**src/rtl/vram_arbiter_pkg.sv**
```systemverilog
// -----------------------------------------------------------------------------
// vram_arbiter_pkg
// Shared constants and types for the VRAM arbiter slice.
//   VGA_SCREEN_SIZE  number of 32-bit words in the texture/frame RAM
//   VRAM_ADDR_W      word address width derived from VGA_SCREEN_SIZE
//   MAX_WAIT_DEF     default CPU starvation limit in cycles
//   grant_t          which requester owns the RAM port this cycle
//   cpu_state_t      CPU access sequencer states
// -----------------------------------------------------------------------------
package vram_arbiter_pkg;

    localparam int VGA_SCREEN_SIZE = 4096;
    localparam int VRAM_ADDR_W     = $clog2(VGA_SCREEN_SIZE);
    localparam int MAX_WAIT_DEF    = 8;

    typedef enum logic [1:0] {
        GNT_NONE,
        GNT_VGA,
        GNT_CPU
    } grant_t;

    typedef enum logic [1:0] {
        C_IDLE,
        C_ISSUE,
        C_CAPTURE,
        C_ACK
    } cpu_state_t;

endpackage

```
**src/rtl/vram_wait_timer.sv**
```systemverilog
// -----------------------------------------------------------------------------
// vram_wait_timer
// Saturating count of cycles the CPU has been eligible but denied the RAM.
//   clk, rst_n  clock and asynchronous active-low reset
//   eligible    CPU could take the port this cycle
//   granted     CPU took the port this cycle (clears the count)
//   clear       CPU is not requesting (clears the count)
//   expired     count has reached MAX_WAIT; next eligible cycle is forced
// -----------------------------------------------------------------------------
module vram_wait_timer
    import vram_arbiter_pkg::*;
#(
    parameter int MAX_WAIT = MAX_WAIT_DEF
) (
    input  logic clk,
    input  logic rst_n,
    input  logic eligible,
    input  logic granted,
    input  logic clear,
    output logic expired
);

    localparam logic [7:0] LIMIT = 8'(MAX_WAIT);

    logic [7:0] cnt_q, cnt_d;

    function automatic logic [7:0] sat_inc(input logic [7:0] v);
        return (v == LIMIT) ? v : v + 8'd1;
    endfunction

    always_comb begin
        cnt_d = cnt_q;
        if (clear || granted) begin
            cnt_d = '0;
        end else if (eligible) begin
            cnt_d = sat_inc(cnt_q);
        end
    end

    always_ff @(posedge clk or negedge rst_n) begin
        if (!rst_n) begin
            cnt_q <= '0;
        end else begin
            cnt_q <= cnt_d;
        end
    end

    assign expired = (cnt_q == LIMIT);

endmodule

```
**src/rtl/vram_arbiter.sv**
```systemverilog
// -----------------------------------------------------------------------------
// vram_arbiter
// Shares one single-port VRAM (1-cycle read latency) between the VGA pixel
// fetch path and the CPU data port. VGA wins during active display, CPU wins
// during blanking, and a starvation timer forces a CPU grant after MAX_WAIT
// denied cycles.
//   clk, rst_n                        pixel clock, async active-low reset
//   in_blank                          high outside the display area
//   vga_req/vga_addr                  single-cycle pixel fetch request
//   vga_rdata/vga_rvalid/vga_miss     fetch result two cycles after request
//   cpu_req/cpu_we/cpu_addr/cpu_wdata CPU request, held until cpu_ack
//   cpu_rdata/cpu_ack                 CPU completion, 3 cycles after grant
//   mem_en/mem_we/mem_addr/mem_wdata  RAM port, driven combinationally
//   mem_rdata                         RAM read data, 1 cycle after access
// Optional build macro VRAM_ARB_STATS_EN adds stat_miss_cnt and
// stat_force_cnt (16-bit saturating counters of misses and forced grants).
// -----------------------------------------------------------------------------
module vram_arbiter
    import vram_arbiter_pkg::*;
#(
    parameter int ADDR_W   = VRAM_ADDR_W,
    parameter int DATA_W   = 32,
    parameter int MAX_WAIT = MAX_WAIT_DEF
) (
    input  logic              clk,
    input  logic              rst_n,
    input  logic              in_blank,
    input  logic              vga_req,
    input  logic [ADDR_W-1:0] vga_addr,
    output logic [DATA_W-1:0] vga_rdata,
    output logic              vga_rvalid,
    output logic              vga_miss,
    input  logic              cpu_req,
    input  logic              cpu_we,
    input  logic [ADDR_W-1:0] cpu_addr,
    input  logic [DATA_W-1:0] cpu_wdata,
    output logic [DATA_W-1:0] cpu_rdata,
    output logic              cpu_ack,
    output logic              mem_en,
    output logic              mem_we,
    output logic [ADDR_W-1:0] mem_addr,
    output logic [DATA_W-1:0] mem_wdata,
    input  logic [DATA_W-1:0] mem_rdata
`ifdef VRAM_ARB_STATS_EN
    ,
    output logic [15:0]       stat_miss_cnt,
    output logic [15:0]       stat_force_cnt
`endif
);

    cpu_state_t        state_q, state_d;
    grant_t            grant;
    logic              cpu_elig;
    logic              expired;
    logic              cpu_we_q, cpu_we_d;
    logic              vga_tag_q, vga_tag_d;
    logic              miss_tag_q, miss_tag_d;
    logic              vga_rvalid_q, vga_rvalid_d;
    logic              vga_miss_q, vga_miss_d;
    logic [DATA_W-1:0] vga_rdata_q, vga_rdata_d;
    logic [DATA_W-1:0] cpu_rdata_q, cpu_rdata_d;
    logic              cpu_ack_q, cpu_ack_d;

    assign cpu_elig = (state_q == C_IDLE) && cpu_req;

    // Holding the grant at NONE while in reset keeps the RAM port quiet.
    always_comb begin
        grant = GNT_NONE;
        if (!rst_n) begin
            grant = GNT_NONE;
        end else if (cpu_elig && (expired || in_blank)) begin
            grant = GNT_CPU;
        end else if (vga_req) begin
            grant = GNT_VGA;
        end else if (cpu_elig) begin
            grant = GNT_CPU;
        end
    end

    always_comb begin
        mem_en    = (grant != GNT_NONE);
        mem_we    = 1'b0;
        mem_addr  = '0;
        mem_wdata = '0;
        case (grant)
            GNT_CPU: begin
                mem_we    = cpu_we;
                mem_addr  = cpu_addr;
                mem_wdata = cpu_wdata;
            end
            GNT_VGA: mem_addr = vga_addr;
            default: ;
        endcase
    end

    vram_wait_timer #(
        .MAX_WAIT (MAX_WAIT)
    ) u_wait_timer (
        .clk      (clk),
        .rst_n    (rst_n),
        .eligible (cpu_elig),
        .granted  (grant == GNT_CPU),
        .clear    (!cpu_req),
        .expired  (expired)
    );

    always_comb begin
        // Stage 1 tags: what happened to the VGA request in this cycle.
        vga_tag_d    = (grant == GNT_VGA);
        miss_tag_d   = vga_req && (grant != GNT_VGA);
        // Stage 2: RAM data is valid now for accesses tagged last cycle.
        vga_rvalid_d = vga_tag_q;
        vga_miss_d   = miss_tag_q;
        vga_rdata_d  = vga_tag_q ? mem_rdata : vga_rdata_q;

        state_d     = state_q;
        cpu_we_d    = cpu_we_q;
        cpu_rdata_d = cpu_rdata_q;
        cpu_ack_d   = 1'b0;
        case (state_q)
            C_IDLE: begin
                if (grant == GNT_CPU) begin
                    state_d  = C_ISSUE;
                    cpu_we_d = cpu_we;
                end
            end
            C_ISSUE: begin
                state_d = C_CAPTURE;
                if (!cpu_we_q) begin
                    cpu_rdata_d = mem_rdata;
                end
            end
            C_CAPTURE: begin
                state_d   = C_ACK;
                cpu_ack_d = 1'b1;
            end
            C_ACK:   state_d = C_IDLE;
            default: state_d = C_IDLE;
        endcase
    end

    always_ff @(posedge clk or negedge rst_n) begin
        if (!rst_n) begin
            state_q      <= C_IDLE;
            cpu_we_q     <= 1'b0;
            vga_tag_q    <= 1'b0;
            miss_tag_q   <= 1'b0;
            vga_rvalid_q <= 1'b0;
            vga_miss_q   <= 1'b0;
            vga_rdata_q  <= '0;
            cpu_rdata_q  <= '0;
            cpu_ack_q    <= 1'b0;
        end else begin
            state_q      <= state_d;
            cpu_we_q     <= cpu_we_d;
            vga_tag_q    <= vga_tag_d;
            miss_tag_q   <= miss_tag_d;
            vga_rvalid_q <= vga_rvalid_d;
            vga_miss_q   <= vga_miss_d;
            vga_rdata_q  <= vga_rdata_d;
            cpu_rdata_q  <= cpu_rdata_d;
            cpu_ack_q    <= cpu_ack_d;
        end
    end

    assign vga_rdata  = vga_rdata_q;
    assign vga_rvalid = vga_rvalid_q;
    assign vga_miss   = vga_miss_q;
    assign cpu_rdata  = cpu_rdata_q;
    assign cpu_ack    = cpu_ack_q;

`ifdef VRAM_ARB_STATS_EN
    logic [15:0] stat_miss_q, stat_miss_d;
    logic [15:0] stat_force_q, stat_force_d;

    function automatic logic [15:0] sat_inc16(input logic [15:0] v);
        return (v == 16'hFFFF) ? v : v + 16'd1;
    endfunction

    always_comb begin
        stat_miss_d  = vga_miss_q ? sat_inc16(stat_miss_q) : stat_miss_q;
        // A CPU grant while the timer is expired can only come from the
        // forced-grant rule, since that rule is checked first.
        stat_force_d = ((grant == GNT_CPU) && expired) ? sat_inc16(stat_force_q)
                                                       : stat_force_q;
    end

    always_ff @(posedge clk or negedge rst_n) begin
        if (!rst_n) begin
            stat_miss_q  <= '0;
            stat_force_q <= '0;
        end else begin
            stat_miss_q  <= stat_miss_d;
            stat_force_q <= stat_force_d;
        end
    end

    assign stat_miss_cnt  = stat_miss_q;
    assign stat_force_cnt = stat_force_q;
`endif

endmodule

```
**config.mk**
```make
export PLATFORM = sky130hd
export DESIGN_NAME = vram_arbiter
export DESIGN_NICKNAME = d
export VERILOG_FILES = /design/src/rtl/vram_arbiter_pkg.sv /design/src/rtl/vram_wait_timer.sv /design/src/rtl/vram_arbiter.sv
export SDC_FILE = /design/constraint.sdc
export NUM_CORES = 1
export LEC_CHECK = 0
export CAP_MARGIN = 5
export CORE_ASPECT_RATIO = 1.2
export CORE_UTILIZATION = 25
export CTS_CLUSTER_DIAMETER = 80
export DETAILED_ROUTE_END_ITERATION = 6
export SLEW_MARGIN = 0
export SYNTH_ARGS = -nofsm -noshare
export SYNTH_HDL_FRONTEND = slang
export SYNTH_SLANG_ARGS = --single-unit
```
**constraint.sdc**
```tcl
create_clock -name clk -period 4.17 [get_ports clk]
set_input_delay 0.834 -clock clk [delete_from_list [all_inputs] [get_ports clk]]
set_output_delay 0.834 -clock clk [all_outputs]
set_load 0.005 [all_outputs]
```
==> impl_metrics.ini <==
[global_routing]
grt_max_degree = 50
grt_first_pass_wirelength_mm = 16.8
grt_overflow = 0
antenna_found_initial = 0
track_usage = 0.145
first_global_vias = 3309

[power]
pwr-share-seq = 0.359
sw_frac_of_total = 0.264
power_density_nw_per_um2 = 538
ir_worst_vdd_uv = 185
combPwrFrac = 0.391
p_clk_frac = 0.250
power.total_mw = 3.34
internal_power_mw = 2.46
switchingPower_mw = 0.883
p_leak_nw = 2.49

[clock_network]
cts.sinks = 80
cts.repair.resized = 0
clk_pin_slew_ps = 60
post_cts_buffers = 0
cts_max_path_buffers = 2
worstSkewPairLatency_ps = 330
clockRootBuffer = clkbuf_16
cts_tree = done
cts_buffers = 9
hold_buffers = 0
htreeDepth = 3

[synth]
synth_mux_area_frac = 0.210
ys_types = 33
syn_nets = 385
synth_top_family_by_area = multiplexers
ys_warn_count = 0
synth-seq-cells = 80
synthCells = 281
syn_avg_cell_area_um2 = 12.9
synthAdderAreaFrac = 0.0345
synth_xor_area_frac = 0.00483
synthSimpleGateAreaFrac = 0.121
yosysSeqAreaShare = 0.552
syn-cell-area_um2 = 3630
synth-compound-area-share = 0.0507

[route]
drtPass1Iterations = 6
wirelength_mm = 10.5
num_vias = 2985
drc = 12
first_iter_violations = 102
via_per_inst = 4.50
post_drt_wl_per_cell_um = 15.9
ant_nets = 0

[placed_design]
gp_congestion = 0.726
hpwl_mm = 7.94
io_buffers = 206
dp_slack_ps = 281

[floorplanning]
pin_count = 207
die_area_um2 = 15000
die_x_um = 112
num_rows = 47
coreArea_um2 = 14000
dieHeight_um = 134
initial_core_util = 0.259

[setup_path]
cp.required_ps = 3340
r2r_end = state_q[1]
crit_arrival_ps = 3030
path_buf_inv = 3
crit_family = buffers and inverters
cp-start-kind = primary input
worstSetupPathType = primary input to output pin
rrSetupSlack_ps = 1710
crit_chain = clkdlybuf4s50_1, a21oi_1, o211a_1, ha_1, buf_4, a22oi_1, nor2b_1, clkdlybuf4s50_1
r2r_cells = 9
critical-path-slowest-cell = clkdlybuf4s50_1
end_kind = output pin
r2r-start = u_wait_timer.cnt_q[0]
cpPeakStageDelay_ps = 520
crit_top_cell = clkdlybuf4s50_1
crit_path_max_fanout = 8

[timing]
fin_skew_ps = 5.28
fmax_ghz = 0.259
rsz0062_at_grt = false
final.setup.worst_slack_ps = 302
worst_pin_slew_ps = 1060
post-route-min-period_ps = 3870
post-route-period-util = 0.928
finalHoldViolCount = 0
whs_ps = 358
setup_violations = 0
setup_tns_ps = 0
report.final.slew_viol_count = 0
slew_headroom = 0.293

[finish]
layout.area.seq_um2 = 2000
antenna_cells = 0
area_growth_pct = 71.0
drive_gt1_frac = 0.177
final_nets = 591
multi_input_area_um2 = 1540
fin_util = 0.444
fill_cells = 1340

[min_path]
min_from = miss_tag_q
hold_class = flip-flop to flip-flop
min_path_cells = 0
hold_end = vga_miss

[outcome]
violations = design-rule violations
status = complete, but fails checks

[run]
maxCapViolCount = 0
synthesized netlist by cell type:
library cell  number  area, um2
a21o_1             1       7.51
mux2_1             4       45.0
ha_1              10        125
buf_2              7       35.0
nand2b_1           1       6.26
nand3_2            1       10.0
mux2_2            62        698
mux2i_1            2       20.0
nand4_1            1       6.26
nor2_1             2       7.51
or4_1              1       7.51
inv_1              6       22.5
a21boi_1           1       7.51
o31ai_1            1       7.51
a22oi_1           12       90.1
nor2b_1           16        100
o211ai_1           1       7.51
and3b_1            1       8.76
nand3_1            2       10.0
xor2_1             2       17.5
a21oi_1            7       35.0
buf_4              2       15.0
nor3_1             1       5.00
o21ai_0            2       10.0
o211a_1            1       10.0
a211o_1            1       8.76
or3_1              2       12.5
nand2_1            9       33.8
nor4_2             1       12.5
nand4_2            1       12.5
clkbuf_1           7       26.3
and2_1            33        206
dfrtp_1           80       2000
area by class of cell:
cell class / instances / area share
Timing Repair Buffer: 211 / 0.340
Sequential cell: 80 / 0.323
Multi-Input combinational cell: 179 / 0.248
Tap cell: 171 / 0.0345
Inverter: 6 / 0.00363
Clock buffer: 10 / 0.0369
Clock inverter: 6 / 0.0151
metal layers:
metal  share of wire  vias up  global-route usage
met5               0        -                   0
li1                -     1384                   -
met2            0.51      167               0.263
met3            0.10       13              0.0484
met1            0.36     1421               0.153
met4           0.024        0              0.0607
cell families after synthesis:
family / Yosys count
flip-flops: 80
AND/OR/NAND/NOR: 72
multiplexers: 68
AO/OA/AOI/OAI: 27
buffers and inverters: 22
adder cells (fa/ha/maj): 10
XOR/XNOR: 2
per-stage QoR:
| stage | std cells | area, um2 |
|---|---|---|
| 5_1_grt | 663 | 6210 |
| 3_5_place_dp | 647 | 5880 |
| 4_1_cts | 663 | 6210 |
| 3_3_place_gp | 647 | 5880 |
| 6_report | 663 | 6210 |
| 2_1_floorplan | 281 | 3630 |
worst reg2reg max path, cell delays in order (launching register included):
cell and delay, ps:
dfrtp_1 400, inv_1 70, ha_1 190, and3b_1 200
a21oi_1 280, o211ai_1 180, ha_1 260, buf_12 180
nor2b_1 230, mux2_2 370
sequential cells by signal (all words and copies together), names as in the netlist:
name and cells:
state_q 2, u_wait_timer.cnt_q 8, cpu_we_q 1, vga_rvalid 1, vga_rvalid_d 1, miss_tag_q 1, vga_miss 1, vga_rdata 32
cpu_ack 1, cpu_rdata 32
how the worst max path moves through the flow:
stage / start / to / slack [ps] / cells after the start
6_report: in_blank / mem_addr[1] / 300 / 8
4_1_cts: in_blank / mem_addr[4] / 290 / 7
3_5_place_dp: in_blank / mem_addr[4] / 280 / 6
5_1_grt: u_wait_timer.cnt_q[0] / mem_addr[1] / 100 / 10
3_3_place_gp: in_blank / mem_addr[4] / 330 / 6
2_1_floorplan: u_wait_timer.cnt_q[0] / mem_addr[0] / 1370 / 9
cell usage in the layout (no fill, tap or decap), types with 2 or more instances in the layout:
master,count
a21oi_1,7
dfrtp_1,80
mux2i_1,2
clkinv_4,3
bufinv_16,2
xor2_1,2
clkbuf_16,9
ha_1,10
buf_4,5
or3_1,2
nor2b_1,15
nand3_1,2
mux2_1,4
inv_1,6
o21ai_0,2
nor2_1,2
and2_1,33
nand2_1,9
mux2_2,62
clkdlybuf4s50_1,205
a22oi_1,12
power by group through the flow:
stage                     clock [mW]  sequential, mW  combinational [mW]
after floorplan                    0            1.22               0.519
after global placement             0            1.20                1.32
after detailed placement           0            1.22                1.33
after CTS                      0.869            1.20                1.34
after global routing           0.898            1.24                1.42
final                          0.836            1.20                1.31
Power figures use the tool's default switching activity.
